[src/rtl/ins_mem_loader.sv]
// rtl/ins_mem_loader.sv - byte-stream program loader that writes 32-bit words into instruction memory
// Holds the CPU in reset while the image is streamed in, then releases it.
module ins_mem_loader #(
  parameter int ADDR_W = 6
) (
  input  logic              CLK,
  input  logic              RST,
  input  logic              start,
  input  logic [ADDR_W:0]   word_count,
  input  logic              in_valid,
  input  logic [7:0]        in_data,
  output logic              in_ready,
  output logic              InsMemRW,
  output logic [31:0]       InstructionIn,
  output logic [31:0]       imAddr,
  output logic              cpuRST,
  output logic              busy,
  output logic              done
);

  typedef enum logic [1:0] {
    IDLE  = 2'd0,
    RECV  = 2'd1,
    WRITE = 2'd2,
    DONE  = 2'd3
  } state_t;

  localparam logic [ADDR_W:0] DEPTH    = {1'b1, {ADDR_W{1'b0}}};
  localparam logic [ADDR_W:0] IDX_ZERO = '0;
  localparam logic [ADDR_W:0] IDX_ONE  = {{ADDR_W{1'b0}}, 1'b1};

  state_t            r_state;
  state_t            w_next_state;
  logic [ADDR_W:0]   r_count;
  logic [ADDR_W:0]   r_idx;
  logic [1:0]        r_byte_cnt;
  logic [31:0]       r_asm;
  logic [31:0]       r_instr;
  logic [31:0]       r_addr;

  logic              w_start_ok;
  logic [ADDR_W:0]   w_count_clamped;
  logic              w_accept;
  logic              w_last_byte;
  logic [31:0]       w_word;
  logic [ADDR_W:0]   w_idx_next;
  logic [31:0]       w_word_addr;

  // A new load is only taken when no load is running.
  assign w_start_ok      = start && ((r_state == IDLE) || (r_state == DONE));
  assign w_count_clamped = (word_count > DEPTH) ? DEPTH : word_count;
  assign w_accept        = in_valid && (r_state == RECV);
  assign w_last_byte     = w_accept && (r_byte_cnt == 2'd3);
  assign w_word          = {r_asm[23:0], in_data};
  assign w_idx_next      = r_idx + IDX_ONE;
  assign w_word_addr     = {{(30 - ADDR_W){1'b0}}, r_idx[ADDR_W-1:0], 2'b00};

  always_ff @(posedge CLK or negedge RST) begin
    if (!RST) begin
      r_state <= IDLE;
    end else begin
      r_state <= w_next_state;
    end
  end

  always_comb begin
    w_next_state = r_state;
    case (r_state)
      IDLE, DONE: begin
        if (start) begin
          w_next_state = (w_count_clamped == IDX_ZERO) ? DONE : RECV;
        end
      end
      RECV: begin
        if (w_last_byte) begin
          w_next_state = WRITE;
        end
      end
      WRITE: begin
        w_next_state = (w_idx_next == r_count) ? DONE : RECV;
      end
      default: w_next_state = IDLE;
    endcase
  end

  always_ff @(posedge CLK or negedge RST) begin
    if (!RST) begin
      r_count    <= '0;
      r_idx      <= '0;
      r_byte_cnt <= '0;
      r_asm      <= '0;
      r_instr    <= '0;
      r_addr     <= '0;
    end else begin
      if (w_start_ok) begin
        r_count    <= w_count_clamped;
        r_idx      <= '0;
        r_byte_cnt <= '0;
      end
      if (w_accept) begin
        r_asm      <= w_word;
        r_byte_cnt <= r_byte_cnt + 2'd1;
      end
      // Write-port registers are loaded as the FSM enters WRITE and then hold.
      if (w_last_byte) begin
        r_instr <= w_word;
        r_addr  <= w_word_addr;
      end
      if (r_state == WRITE) begin
        r_idx      <= w_idx_next;
        r_byte_cnt <= '0;
      end
    end
  end

  assign in_ready      = (r_state == RECV);
  assign InsMemRW      = (r_state == WRITE);
  assign busy          = (r_state == RECV) || (r_state == WRITE);
  assign done          = (r_state == DONE);
  assign cpuRST        = (r_state != DONE);
  assign InstructionIn = r_instr;
  assign imAddr        = r_addr;

endmodule

[config.mk]
export PLATFORM = sky130hd
export DESIGN_NAME = ins_mem_loader
export DESIGN_NICKNAME = d
export VERILOG_FILES = /design/src/rtl/ins_mem_loader.sv
export SDC_FILE = /design/constraint.sdc
export NUM_CORES = 1
export LEC_CHECK = 0
export ABC_AREA = 1
export BUFFER_PORTS_ARGS = -buffer_cell sky130_fd_sc_hd__buf_2
export CORE_MARGIN = 3
export CORE_UTILIZATION = 45
export CTS_CLUSTER_SIZE = 8
export DETAILED_ROUTE_END_ITERATION = 10
export PLACE_DENSITY_LB_ADDON = 0.12
export SYNTH_ARGS = -nofsm -noshare
export SYNTH_HDL_FRONTEND = slang
export SYNTH_SLANG_ARGS = --single-unit
export TNS_END_PERCENT = 30
[constraint.sdc]
create_clock -name CLK -period 1.4 [get_ports CLK]
set_input_delay 0.42 -clock CLK [delete_from_list [all_inputs] [get_ports CLK]]
set_output_delay 0.42 -clock CLK [all_outputs]
set_load 0.005 [all_outputs]
==> metrics.md <==
| Metric | Value |
|---|---|
| Relative area change from synthesis to final layout | `36.5%` |
| Vias per Instance | `4.79` |
| Cell with the largest stage delay on the worst path | `sky130_fd_sc_hd__dfrtp_1` |
| Setup repair after global routing missed its margin | `yes` |
| Number of max-cap violations | `0` |
| Design area | `4870 sq um` |
| Die Wd | `95.1 microns` |
| Gate Count Post-Synth | `390` |
| DRC viols | `0` |
| All-Layer GR Usage | `0.171` |
| Peak supply drop | `0.934 mV` |
| Yosys Warn Count | `0` |
| Starting density of the core | `0.477` |
| Number of sinks handled by clock tree synthesis | `80` |
| Crit path top cell by count | `sky130_fd_sc_hd__buf_6` |
| Post-layout minimum cycle time | `1.70 ns` |
| Number of antenna violations at the first check in global routing | `0` |
| Number of enable-type register cells in the synthesized netlist | `0` |
| Die Ht | `95.1 microns` |
| Number of global-route vias before repair | `2507` |
| Arrival time worst endpoint | `1.28 ns` |
| Sequence of cells on the critical path | `buf_6 > ha_4 > buf_6 > buf_6` |
| Crit share post-route | `1.21` |
| Post-synth cell types | `25` |
| Final worst-path setup slack | `-0.298 ns` |
| Routed WL per cell | `13.1 microns` |
| Via count | `2839` |
| Final count of hold timing violations | `0` |
| Required time of the worst setup path | `0.98 ns` |
| Share of synthesized area occupied by flip-flops and latches | `0.561` |
| Minimum hold slack | `0.316 ns` |
| Number of H-tree branching levels | `3` |
| Total wire length after detailed routing | `7740 microns` |
| Worst Setup End Kind | `primary output` |
| Placed cell areas | `4110 sq um` |
| Maximum frequency from static timing analysis | `589 MHz` |
| Routability-driven placement congestion ratio | `0.875` |
| Share of flip-flops with an asynchronous set or reset | `1.00` |
| Clock buffer count from CTS | `9` |
| Antenna diode count | `0` |
| Pin count of the biggest net entering global routing | `52` |
| TritonCTS clock tree | `done` |
| Violated checks | `negative setup slack` |
| Clock network latency to the later pin of the worst-skew pair | `0.34 ns` |
| Share of final-layout standard cells stronger than drive strength 1 | `0.352` |
| Fin util | `0.651` |
| Post-CTS clock slew at the launch and capture registers of the worst setup and hold paths | `0.08 ns` |
| Worst min path class | `primary input to register` |
| Root Buffer | `sky130_fd_sc_hd__clkbuf_8` |
| Startpoint Class | `register` |
| Power per cell area | `1930 nW/um^2` |
| Largest clock skew in the final design | `0.00743 ns` |
| Overflow after GRT | `0` |
| Half-perimeter wire length after placement | `5040 microns` |
| Global-route wire length before repair | `11900 microns` |
| Core footprint | `7490 sq um` |
| Site Rows | `31` |
| Seq cells post-synth | `80` |
| Floorplan die area | `9040 sq um` |
| Initial DRC Count | `107` |
| Number of buffers on the longest clock path | `2` |
| Post-DRT Antenna Nets | `0` |
| Count of final max-slew check failures | `0` |
| Average size of a mapped cell | `9.16 sq um` |
| Kind of critical path | `register to primary output` |
| Static Leakage | `2.53 nW` |
| Summed instance area of the synthesized netlist | `3570 sq um` |
| Critical path peak fanout | `3` |
| Power, Total | `9.39 mW` |
| Biggest cell delay along the critical path | `0.44 ns` |
| Commonest register cell after synthesis | `sky130_fd_sc_hd__dfrtp_1` |
| Total negative slack for setup checks | `-8.92 ns` |
| Detailed-router iteration count before antenna repair | `4` |
| Quantity of I/O buffers inserted on ports | `61` |
| Final Net Count | `515` |
| Run status | `finished, violations left` |
| Worst path bufs/invs | `3` |
| Ports | `88` |
| CP delay by family, top | `flip-flops` |
| Setup-failing EPs final | `75` |
-- final timing paths --
check / slack (ns) / endpoint / from / depth (start not counted)
worst max-delay path: -0.30 / in_ready / r_state[0] / 4
worst min-delay path: 0.32 / r_count[3] / word_count[3] / 3
worst max register to register: -0.26 / InstructionIn[26] / r_state[0] / 8
worst min register to register: 0.49 / r_asm[4] / r_asm[4] / 2
max in group asynchronous: 0.41 / r_state[1] / RST / 3
min in group asynchronous: 0.50 / InstructionIn[8] / RST / 2
-- cell type report --
type	instances	area (sq um)
fillers	611	2610
flip-flops and latches	80	2010
clock buffers	10	138
clock inverters	5	105
multi-input cells	243	1420
inverters	52	205
repair buffers	104	875
well taps	99	124
-- synth_stat cells (2+ instances only) --
cell,n,area (sq um)
sky130_fd_sc_hd__nand2_1,92,345
sky130_fd_sc_hd__dfrtp_1,80,2000
sky130_fd_sc_hd__o21ai_0,64,320
sky130_fd_sc_hd__inv_1,52,195
sky130_fd_sc_hd__buf_4,28,210
sky130_fd_sc_hd__nand3_1,18,90.1
sky130_fd_sc_hd__mux2_2,9,101
sky130_fd_sc_hd__clkbuf_1,8,30.0
sky130_fd_sc_hd__nor2_1,8,30.0
sky130_fd_sc_hd__ha_1,6,75.1
sky130_fd_sc_hd__o22ai_1,5,31.3
sky130_fd_sc_hd__buf_2,3,15.0
sky130_fd_sc_hd__a21oi_1,2,10.0
sky130_fd_sc_hd__nand3_2,2,20.0
sky130_fd_sc_hd__nand4_1,2,12.5
sky130_fd_sc_hd__or2_2,2,12.5
-- power by group --
group	switching, mW	internal (mW)	leakage, nW
clock network	0.821	1.22	0.115
registers	0.507	3.09	1.06
logic	1.87	1.88	1.36
total	3.19	6.19	2.53
-- metrics by stage --
| step | std cells | setup slack (ns) |
|---|---|---|
| detailed placement | 559 | -0.107 |
| CTS | 581 | -0.290 |
| floorplan | 415 | 0.00506 |
| global route | 593 | -0.329 |
| finish | 593 | -0.298 |
| global placement | 559 | -0.0691 |
-- state kept, by name, summed over array words and instances, names as in the netlist --
register,count
r_state,2
r_asm,24
r_count,7
InstructionIn,32
r_byte_cnt,2
r_idx,7
imAddr,6
-- worst reg2reg max path, delay by kind of cell (launching register included) --
kind / cells / cell delay [ns]
flip-flops: 1 / 0.44
buffers and inverters: 4 / 0.47
AND/OR/NAND/NOR: 2 / 0.18
adder cells (fa/ha/maj): 1 / 0.15
multiplexers: 1 / 0.30
-- cell usage in the layout (no fill, tap or decap), types with 2 or more instances in the layout --
cell type                    Yosys  layout
sky130_fd_sc_hd__dfrtp_1        80      77
sky130_fd_sc_hd__nor2_1          8       4
sky130_fd_sc_hd__clkinvlp_4      0       2
sky130_fd_sc_hd__nand2_4         0       3
sky130_fd_sc_hd__nor2_2          1       2
sky130_fd_sc_hd__or2_2           2       2
sky130_fd_sc_hd__nand2_1        92      81
sky130_fd_sc_hd__o21ai_2         0       4
sky130_fd_sc_hd__o21ai_1         0      26
sky130_fd_sc_hd__buf_4          28      21
sky130_fd_sc_hd__nand3_2         2       3
sky130_fd_sc_hd__buf_12          0       6
sky130_fd_sc_hd__buf_6           1      15
sky130_fd_sc_hd__inv_4           0       4
sky130_fd_sc_hd__inv_1          52      45
sky130_fd_sc_hd__clkbuf_16       0       4
sky130_fd_sc_hd__nand4_1         2       2
sky130_fd_sc_hd__bufinv_16       0       3
sky130_fd_sc_hd__o22ai_2         0       4
sky130_fd_sc_hd__nand3_1        18      17
sky130_fd_sc_hd__ha_4            0       4
sky130_fd_sc_hd__mux2_4          0       9
sky130_fd_sc_hd__dfrtp_2         0       3
sky130_fd_sc_hd__clkbuf_8        0      10
sky130_fd_sc_hd__nor2_4          1       4
sky130_fd_sc_hd__buf_2           3      55
sky130_fd_sc_hd__a21oi_1         2       2
sky130_fd_sc_hd__nand2_2         1       8
sky130_fd_sc_hd__conb_1          1      26
sky130_fd_sc_hd__o21ai_0        64      33
sky130_fd_sc_hd__inv_2           0       3
sky130_fd_sc_hd__ha_1            6       2
-- cell families (layout without fill, tap and decap cells) --
| logic type | count (synthesis) | count (layout) | synth area share |
|---|---|---|---|
| AO/OA/AOI/OAI | 74 | 74 | 0.108 |
| other | 1 | 26 | 0.00105 |
| multiplexers | 9 | 9 | 0.0284 |
| AND/OR/NAND/NOR | 128 | 128 | 0.151 |
| buffers and inverters | 92 | 171 | 0.129 |
| adder cells (fa/ha/maj) | 6 | 6 | 0.0210 |
| flip-flops | 80 | 80 | 0.561 |
-- layer usage --
metal,vias to the layer above,track usage,wire length [microns]
met2,83,0.248,3560
li1,1400,-,-
met5,-,0,0
met3,7,0.0347,361
met4,0,0.0721,84
met1,1349,0.249,3740
-- timing repair --
| item | CTS | global route |
|---|---|---|
| setup buffers | 6 | 8 |
| endpoints found under the setup margin | 29 | 74 |
| hold buffers | 1 | 0 |
| gates cloned | 0 | 4 |
| gates resized for setup | 32 | 72 |
| pin swaps | 4 | 5 |
| endpoints found under the hold margin | 18 | 0 |
Power figures use the tool's default switching activity.
